## config.mk

```make
export PLATFORM = sky130hd
export DESIGN_NAME = coin_vend_ctrl_flat
export DESIGN_NICKNAME = d
export VERILOG_FILES = /design/src/rtl/coin_vend_ctrl_if.sv /design/src/rtl/coin_vend_ctrl.sv /design/src/flat_wrapper.sv
export SDC_FILE = /design/constraint.sdc
export NUM_CORES = 1
export LEC_CHECK = 0
export CAP_MARGIN = 25
export CORE_MARGIN = 8
export CORE_UTILIZATION = 25
export CTS_CLUSTER_DIAMETER = 40
export CTS_CLUSTER_SIZE = 20
export DETAILED_ROUTE_END_ITERATION = 6
export RECOVER_POWER = 25
export SLEW_MARGIN = 20
export SYNTH_ARGS = -nofsm -noshare
export SYNTH_HDL_FRONTEND = slang
export SYNTH_SLANG_ARGS = --single-unit
```

## constraint.sdc

```tcl
create_clock -name clk -period 2.95 [get_ports clk]
set_clock_uncertainty 0.15 [all_clocks]
set_input_delay 0.59 -clock clk [delete_from_list [all_inputs] [get_ports clk]]
set_output_delay 0.59 -clock clk [all_outputs]
set_load 0.01 [all_outputs]
```

## src/rtl/coin_vend_ctrl_if.sv

```systemverilog
// Panel-side bus of the coin vending controller: buttons and coin pulses in,
// display/LED values out.
interface coin_vend_ctrl_if #(
   parameter int AMT_W = 6
);
   logic             power;
   logic             start;
   logic             coin_a;
   logic             coin_b;
   logic             sel_hi;
   logic             sel_lo;
   logic             cancel;
   logic             refresh;
   logic [2:0]       state;
   logic             work;
   logic             busy;
   logic [AMT_W-1:0] credit;
   logic [AMT_W-1:0] change;
   logic             change_valid;
   logic             vend_hi;
   logic             vend_lo;
   logic             coin_reject;
   logic             overflow;
   logic             short_pay;

   modport master (
      output power, start, coin_a, coin_b, sel_hi, sel_lo, cancel, refresh,
      input  state, work, busy, credit, change, change_valid,
             vend_hi, vend_lo, coin_reject, overflow, short_pay
   );

   modport slave (
      input  power, start, coin_a, coin_b, sel_hi, sel_lo, cancel, refresh,
      output state, work, busy, credit, change, change_valid,
             vend_hi, vend_lo, coin_reject, overflow, short_pay
   );
endinterface

```

## src/rtl/coin_vend_ctrl.sv

```systemverilog
// Coin-operated vending controller: two coin values, credit ceiling, two prices,
// arithmetic change and a timed change display. Every output is a register.
module coin_vend_ctrl #(
   parameter int AMT_W      = 6,
   parameter int COIN_A_VAL = 2,
   parameter int COIN_B_VAL = 20,
   parameter int PRICE_HI   = 10,
   parameter int PRICE_LO   = 5,
   parameter int MAX_CREDIT = 20,
   parameter int HOLD_CYC   = 50000,
   parameter int HOLD_W     = 16
) (
   input logic               clk,
   input logic               reset,
   coin_vend_ctrl_if.slave   bus
);

   typedef enum logic [2:0] {
      OFF      = 3'd0,
      IDLE     = 3'd1,
      CREDIT   = 3'd2,
      DISPENSE = 3'd3,
      CHANGE   = 3'd4
   } state_t;

   localparam logic [AMT_W:0]    COIN_A_EXT = (AMT_W+1)'(COIN_A_VAL);
   localparam logic [AMT_W:0]    COIN_B_EXT = (AMT_W+1)'(COIN_B_VAL);
   localparam logic [AMT_W:0]    MAX_EXT    = (AMT_W+1)'(MAX_CREDIT);
   localparam logic [AMT_W-1:0]  PRICE_HI_V = AMT_W'(PRICE_HI);
   localparam logic [AMT_W-1:0]  PRICE_LO_V = AMT_W'(PRICE_LO);
   localparam logic [HOLD_W-1:0] HOLD_LAST  = HOLD_W'(HOLD_CYC - 1);

   state_t            state, state_nxt;
   logic [AMT_W-1:0]  credit, credit_nxt;
   logic [AMT_W-1:0]  change, change_nxt;
   logic [HOLD_W-1:0] hold, hold_nxt;
   logic              overflow, overflow_nxt;
   logic              vend_hi, vend_hi_nxt;
   logic              vend_lo, vend_lo_nxt;
   logic              coin_reject, coin_reject_nxt;
   logic              short_pay, short_pay_nxt;
   logic              work, busy, change_valid;
   logic [AMT_W:0]    sum_a, sum_b;

   always_ff @(posedge clk or negedge reset) begin
      if (!reset) begin
         state        <= OFF;
         credit       <= '0;
         change       <= '0;
         hold         <= '0;
         overflow     <= 1'b0;
         vend_hi      <= 1'b0;
         vend_lo      <= 1'b0;
         coin_reject  <= 1'b0;
         short_pay    <= 1'b0;
         work         <= 1'b0;
         busy         <= 1'b0;
         change_valid <= 1'b0;
      end else begin
         state        <= state_nxt;
         credit       <= credit_nxt;
         change       <= change_nxt;
         hold         <= hold_nxt;
         overflow     <= overflow_nxt;
         vend_hi      <= vend_hi_nxt;
         vend_lo      <= vend_lo_nxt;
         coin_reject  <= coin_reject_nxt;
         short_pay    <= short_pay_nxt;
         work         <= (state_nxt != OFF);
         busy         <= (state_nxt == CREDIT) || (state_nxt == DISPENSE) ||
                         (state_nxt == CHANGE);
         change_valid <= (state_nxt == CHANGE);
      end
   end

   // Sums carry one extra bit so a coin pushing past the ceiling cannot wrap.
   always_comb begin
      state_nxt       = state;
      credit_nxt      = credit;
      change_nxt      = change;
      overflow_nxt    = overflow;
      vend_hi_nxt     = 1'b0;
      vend_lo_nxt     = 1'b0;
      coin_reject_nxt = 1'b0;
      short_pay_nxt   = 1'b0;
      sum_a           = {1'b0, credit} + COIN_A_EXT;
      sum_b           = {1'b0, credit} + COIN_B_EXT;

      case (state)
         OFF: begin
            if (bus.power) state_nxt = IDLE;
         end
         IDLE: begin
            if (bus.start) begin
               state_nxt    = CREDIT;
               credit_nxt   = '0;
               overflow_nxt = 1'b0;
            end
         end
         CREDIT: begin
            if (bus.cancel) begin
               coin_reject_nxt = bus.coin_a | bus.coin_b;
               if (credit != '0) begin
                  state_nxt  = CHANGE;
                  change_nxt = credit;
                  credit_nxt = '0;
               end else begin
                  state_nxt = IDLE;
               end
            end else if (bus.sel_hi) begin
               coin_reject_nxt = bus.coin_a | bus.coin_b;
               if (credit >= PRICE_HI_V) begin
                  state_nxt   = DISPENSE;
                  change_nxt  = credit - PRICE_HI_V;
                  vend_hi_nxt = 1'b1;
               end else begin
                  short_pay_nxt = 1'b1;
               end
            end else if (bus.sel_lo) begin
               coin_reject_nxt = bus.coin_a | bus.coin_b;
               if (credit >= PRICE_LO_V) begin
                  state_nxt   = DISPENSE;
                  change_nxt  = credit - PRICE_LO_V;
                  vend_lo_nxt = 1'b1;
               end else begin
                  short_pay_nxt = 1'b1;
               end
            end else if (bus.coin_b) begin
               coin_reject_nxt = bus.coin_a;
               if (sum_b <= MAX_EXT) begin
                  credit_nxt = sum_b[AMT_W-1:0];
               end else begin
                  coin_reject_nxt = 1'b1;
                  overflow_nxt    = 1'b1;
               end
            end else if (bus.coin_a) begin
               if (sum_a <= MAX_EXT) begin
                  credit_nxt = sum_a[AMT_W-1:0];
               end else begin
                  coin_reject_nxt = 1'b1;
                  overflow_nxt    = 1'b1;
               end
            end
         end
         DISPENSE: begin
            credit_nxt = '0;
            state_nxt  = (change != '0) ? CHANGE : IDLE;
         end
         CHANGE: begin
            if (bus.refresh || (hold == HOLD_LAST)) begin
               state_nxt    = IDLE;
               change_nxt   = '0;
               overflow_nxt = 1'b0;
            end
         end
         default: state_nxt = OFF;
      endcase

      // Losing power wins over everything and throws the credit away.
      if (!bus.power) begin
         state_nxt       = OFF;
         credit_nxt      = '0;
         change_nxt      = '0;
         overflow_nxt    = 1'b0;
         vend_hi_nxt     = 1'b0;
         vend_lo_nxt     = 1'b0;
         coin_reject_nxt = 1'b0;
         short_pay_nxt   = 1'b0;
      end

      hold_nxt = ((state == CHANGE) && (state_nxt == CHANGE)) ? hold + 1'b1 : '0;
   end

   assign bus.state        = state;
   assign bus.work         = work;
   assign bus.busy         = busy;
   assign bus.credit       = credit;
   assign bus.change       = change;
   assign bus.change_valid = change_valid;
   assign bus.vend_hi      = vend_hi;
   assign bus.vend_lo      = vend_lo;
   assign bus.coin_reject  = coin_reject;
   assign bus.overflow     = overflow;
   assign bus.short_pay    = short_pay;

endmodule

```

## src/flat_wrapper.sv

```systemverilog
// flat-port wrapper written by rule: the top's interface ports become plain ports
module coin_vend_ctrl_flat 
#(
   parameter int AMT_W      = 6,
   parameter int COIN_A_VAL = 2,
   parameter int COIN_B_VAL = 20,
   parameter int PRICE_HI   = 10,
   parameter int PRICE_LO   = 5,
   parameter int MAX_CREDIT = 20,
   parameter int HOLD_CYC   = 50000,
   parameter int HOLD_W     = 16
)
  (clk, reset, bus_power, bus_start, bus_coin_a, bus_coin_b, bus_sel_hi, bus_sel_lo, bus_cancel, bus_refresh, bus_state, bus_work, bus_busy, bus_credit, bus_change, bus_change_valid, bus_vend_hi, bus_vend_lo, bus_coin_reject, bus_overflow, bus_short_pay);
  coin_vend_ctrl_if #(.AMT_W(AMT_W)) bus_i ();
  input logic clk;
  input logic reset;
  input wire logic [$bits(bus_i.power)-1:0] bus_power;
  input wire logic [$bits(bus_i.start)-1:0] bus_start;
  input wire logic [$bits(bus_i.coin_a)-1:0] bus_coin_a;
  input wire logic [$bits(bus_i.coin_b)-1:0] bus_coin_b;
  input wire logic [$bits(bus_i.sel_hi)-1:0] bus_sel_hi;
  input wire logic [$bits(bus_i.sel_lo)-1:0] bus_sel_lo;
  input wire logic [$bits(bus_i.cancel)-1:0] bus_cancel;
  input wire logic [$bits(bus_i.refresh)-1:0] bus_refresh;
  output wire logic [$bits(bus_i.state)-1:0] bus_state;
  output wire logic [$bits(bus_i.work)-1:0] bus_work;
  output wire logic [$bits(bus_i.busy)-1:0] bus_busy;
  output wire logic [$bits(bus_i.credit)-1:0] bus_credit;
  output wire logic [$bits(bus_i.change)-1:0] bus_change;
  output wire logic [$bits(bus_i.change_valid)-1:0] bus_change_valid;
  output wire logic [$bits(bus_i.vend_hi)-1:0] bus_vend_hi;
  output wire logic [$bits(bus_i.vend_lo)-1:0] bus_vend_lo;
  output wire logic [$bits(bus_i.coin_reject)-1:0] bus_coin_reject;
  output wire logic [$bits(bus_i.overflow)-1:0] bus_overflow;
  output wire logic [$bits(bus_i.short_pay)-1:0] bus_short_pay;
  assign bus_i.power = bus_power;
  assign bus_i.start = bus_start;
  assign bus_i.coin_a = bus_coin_a;
  assign bus_i.coin_b = bus_coin_b;
  assign bus_i.sel_hi = bus_sel_hi;
  assign bus_i.sel_lo = bus_sel_lo;
  assign bus_i.cancel = bus_cancel;
  assign bus_i.refresh = bus_refresh;
  assign bus_state = bus_i.state;
  assign bus_work = bus_i.work;
  assign bus_busy = bus_i.busy;
  assign bus_credit = bus_i.credit;
  assign bus_change = bus_i.change;
  assign bus_change_valid = bus_i.change_valid;
  assign bus_vend_hi = bus_i.vend_hi;
  assign bus_vend_lo = bus_i.vend_lo;
  assign bus_coin_reject = bus_i.coin_reject;
  assign bus_overflow = bus_i.overflow;
  assign bus_short_pay = bus_i.short_pay;
  coin_vend_ctrl #(.AMT_W(AMT_W), .COIN_A_VAL(COIN_A_VAL), .COIN_B_VAL(COIN_B_VAL), .PRICE_HI(PRICE_HI), .PRICE_LO(PRICE_LO), .MAX_CREDIT(MAX_CREDIT), .HOLD_CYC(HOLD_CYC), .HOLD_W(HOLD_W)) u_core (.clk(clk), .reset(reset), .bus(bus_i));
endmodule
```

==> out/metrics.csv <==
stage,metric,value,unit
status,status,"complete, but fails checks",
status,failing checks,"max-capacitance violations, max-slew violations",
synthesis,net count after synthesis,290,
critical_path,Crit Path Max Fanout,6,
critical_path,max incr delay on CP,0.38,ns
grt,number of global-route vias before repair,2180,
critical_path,CP arrival,2.65,ns
place,pre-CTS WS,0.1620,ns
clocking,H-tree depth,2,
sta,Rel. slew slack,-40.60,%
min_path,HP Class,reg2reg,
finish,layout cells sized above 1,12.42,%
clocking,Post CTS Setup Buffer Count,0,
floorplan,chip height,116.5,microns
drt,vias,2121,
synthesis,Cells after Synth,271,
sta,post-route minimum period,2.591,ns
finish,Syn-to-layout area delta,22.61,%
clocking,CTS resizes,0,
clocking,hold buffer count at CTS,0,
floorplan,Placeable Area,9774,sq um
drt,Routed WL,6647,microns
power,sequential share of power,42.8,%
clocking,Clock Tree Buf Depth,2,
sta,Tightest Pin Transition,2.109,ns
critical_path,r2r worst-path depth,8,
synthesis,cell area after synthesis,2524,sq um
finish,# fillers,1049,
power,internal power,0.9730,mW
power,clock network fraction of total power,41.3,%
synthesis,"Warnings, synthesis",0,
critical_path,Crit Reg-Reg Endpoint,u_core.bus.credit[1]$_DFFE_PN0P_,
floorplan,top-level I/O count,33,
critical_path,critical path capture point type,register,
synthesis,"FFs w/ async S/R, synth",100.0,%
drt,vias per cell,4.831,
synthesis,most used flip-flop cell after synthesis,dfrtp_1,
critical_path,R2R Path Start,u_core.bus.credit[2]$_DFFE_PN0P_,
critical_path,WP buf/inv,1,
grt,initial antenna violation count,0,
finish,Total Nets Final,324,
floorplan,Die X,116.5,microns
finish,antenna cells,0,
power,Leak,1.260,nW
sta,Final setup viols,0,
clocking,CTS sink count,38,
place,Final GP Congestion,0.8450,
sta,setup tns final,0,ns
critical_path,CP cell instances,"inv_1, ha_1, nor2b_4, o32ai_2, nor2_2, o31a_1, or3b_1, a22oi_1",
sta,final-report hold violation count,0,
job,MaxCap Viol Count,1,
critical_path,r2r setup slk,0.36,ns
min_path,Cells on Worst Hold Path,1,
critical_path,Crit path required time,3.01,ns
clocking,CTS Buf Count,5,
drt,Avg WL per Cell,15.14,microns
drt,initial DRC count,97,
synthesis,Netlist cell types,69,
sta,Highest Clock Rate,385.9,MHz
finish,"commonest cells after routing, fill and taps aside","dfrtp_1, nor2_1, clkdlybuf4s50_1, nand2_1, a21oi_1",
synthesis,post-synthesis area per instance,9.312,sq um
sta,Final Max Tran Viols,39,
power,Net Sw Power,0.3253,mW
drt,DRC,0,
floorplan,initial core utilization,25.82,%
grt,first-pass GRT wire length,11080,microns
grt,GRT Util Overall,10.30,%
grt,largest net degree at the start of global routing,39,
power,Max VDD drop,0.1876,mV
min_path,Hold Path Origin,u_core.hold[0]$_DFF_PN0_,
drt,First-pass DRT Iterations,4,
critical_path,Crit Path Category,reg2reg,
floorplan,Total Die Area,13570,sq um
critical_path,cell family with most CP delay,compound AO/OA/AOI/OAI gates,
power,Power Density,419.6,nW/um^2
power,Logic pwr share,15.9,%
place,hpwl dp,4966,microns
grt,grt total ovfl,0,
sta,unrepaired setup endpoints after global routing,no,
finish,"commonest non-fill, non-tap cell in the layout",dfrtp_1,
clocking,Root Driver,clkbuf_8,
clocking,Worst-Skew Late Latency,0.29,ns
critical_path,Critical Path Start Type,register,
synthesis,Synth Register Bits,38,
synthesis,"Seq/Total Area, Yosys",37.68,%
finish,final core area utilization,31.66,%
critical_path,CP max stage cell,dfrtp_1,
min_path,worst min-delay path endpoint,u_core.hold[0]$_DFF_PN0_,
clocking,TritonCTS clock tree,built,
synthesis,number of synthesized flops with an enable pin,0,
sta,fin crit share,87.83,%
floorplan,row count,36,
sta,final setup margin,0.3589,ns
power,Tot Pwr,1.298,mW
drt,ANT nets after route,0,
clocking,clock slew at reported path FFs,0.09,ns
place,Port Buffers,31,
power,sw frac,25.06,%
[power groups by stage]
stage	clock network [mW]	registers, mW	logic (mW)
6_report	0.536	0.555	0.207
5_1_grt	0.577	0.559	0.230
4_1_cts	0.555	0.555	0.210
2_1_floorplan	0	0.569	0.116
3_3_place_gp	0	0.565	0.206
3_5_place_dp	0	0.566	0.209
[cells by family after synthesis]
group | share of synthesized area (%)
AO/OA/AOI/OAI | 17.20
XOR/XNOR | 5.206
adder cells (fa/ha/maj) | 4.462
buffers and inverters | 5.800
flip-flops | 37.68
multiplexers | 3.371
other | 0.1486
AND/OR/NAND/NOR | 26.13
[state kept, by name, summed over array words and instances, names as in the netlist]
signal / count
u_core.bus.busy: 1
u_core.bus.change: 6
u_core.bus.change_valid: 1
u_core.bus.coin_reject: 1
u_core.bus.credit: 5
u_core.bus.overflow: 1
u_core.bus.short_pay: 1
u_core.bus.state: 3
u_core.bus.vend_hi: 1
u_core.bus.vend_lo: 1
u_core.bus.work: 1
u_core.hold: 16
[per-stage QoR]
step / instance area (sq um) / std cells / hold slack (ns)
finish: 3094 / 439 / 0.3154
global route: 3094 / 439 / 0.3446
CTS: 3095 / 439 / 0.2995
detailed placement: 2958 / 431 / 0.3080
global placement: 2958 / 431 / 0.2907
floorplan: 2524 / 271 / 0.1444
[metal layers]
layer	routed length (microns)	vias up	GRT usage (%)
li1	-	1033	-
met1	3035	1043	13.29
met2	3154	39	16.53
met3	382	6	2.740
met4	73	0	2.852
met5	0	-	0
[final cells by class]
class / count / area, sq um / share of cell area (%)
multi-input cells: 208 / 1426 / 46.10
flip-flops and latches: 38 / 950.9 / 30.73
repair buffers: 39 / 364.1 / 11.77
well taps: 133 / 166.4 / 5.378
clock buffers: 5 / 68.82 / 2.224
clock inverters: 3 / 68.82 / 2.224
inverters: 13 / 48.80 / 1.577
[worst reg2reg max path: cells and delay by family, from the launching register on]
kind | cells | cell delay [ns]
flip-flops | 1 | 0.38
AO/OA/AOI/OAI | 3 | 0.87
adder cells (fa/ha/maj) | 1 | 0.31
AND/OR/NAND/NOR | 3 | 0.62
buffers and inverters | 1 | 0.17
[cells in the mapped netlist, types with 4 or more instances]
master | n | area (sq um)
nand3_1 | 9 | 45.04
nand2b_1 | 4 | 25.02
or3_1 | 4 | 25.02
inv_1 | 13 | 48.80
nor3_1 | 4 | 20.02
o21ai_0 | 12 | 60.06
dfrtp_1 | 38 | 950.9
xor2_1 | 8 | 70.07
and3_1 | 10 | 62.56
a21oi_1 | 16 | 80.08
nor2b_1 | 5 | 31.28
nand4_1 | 4 | 25.02
mux2_4 | 5 | 75.07
nand2_1 | 17 | 63.81
xnor2_1 | 7 | 61.31
nor2_1 | 30 | 112.6
ha_1 | 9 | 112.6
[worst max-delay path by stage]
stage	depth (start not counted)	to	slack [ns]	startpoint
6_report	8	u_core.bus.credit[1]$_DFFE_PN0P_	0.36	u_core.bus.credit[2]$_DFFE_PN0P_
5_1_grt	1	u_core.bus.change[0]$_DFFE_PN0P_	0.20	reset
4_1_cts	8	u_core.bus.credit[1]$_DFFE_PN0P_	0.37	u_core.bus.credit[2]$_DFFE_PN0P_
3_5_place_dp	6	u_core.bus.change[1]$_DFFE_PN0P_	0.16	bus_sel_hi
3_3_place_gp	6	u_core.bus.change[3]$_DFFE_PN0P_	0.24	bus_sel_hi
2_1_floorplan	9	u_core.bus.credit[1]$_DFFE_PN0P_	0.38	u_core.bus.credit[2]$_DFFE_PN0P_
Power figures use the tool's default switching activity.
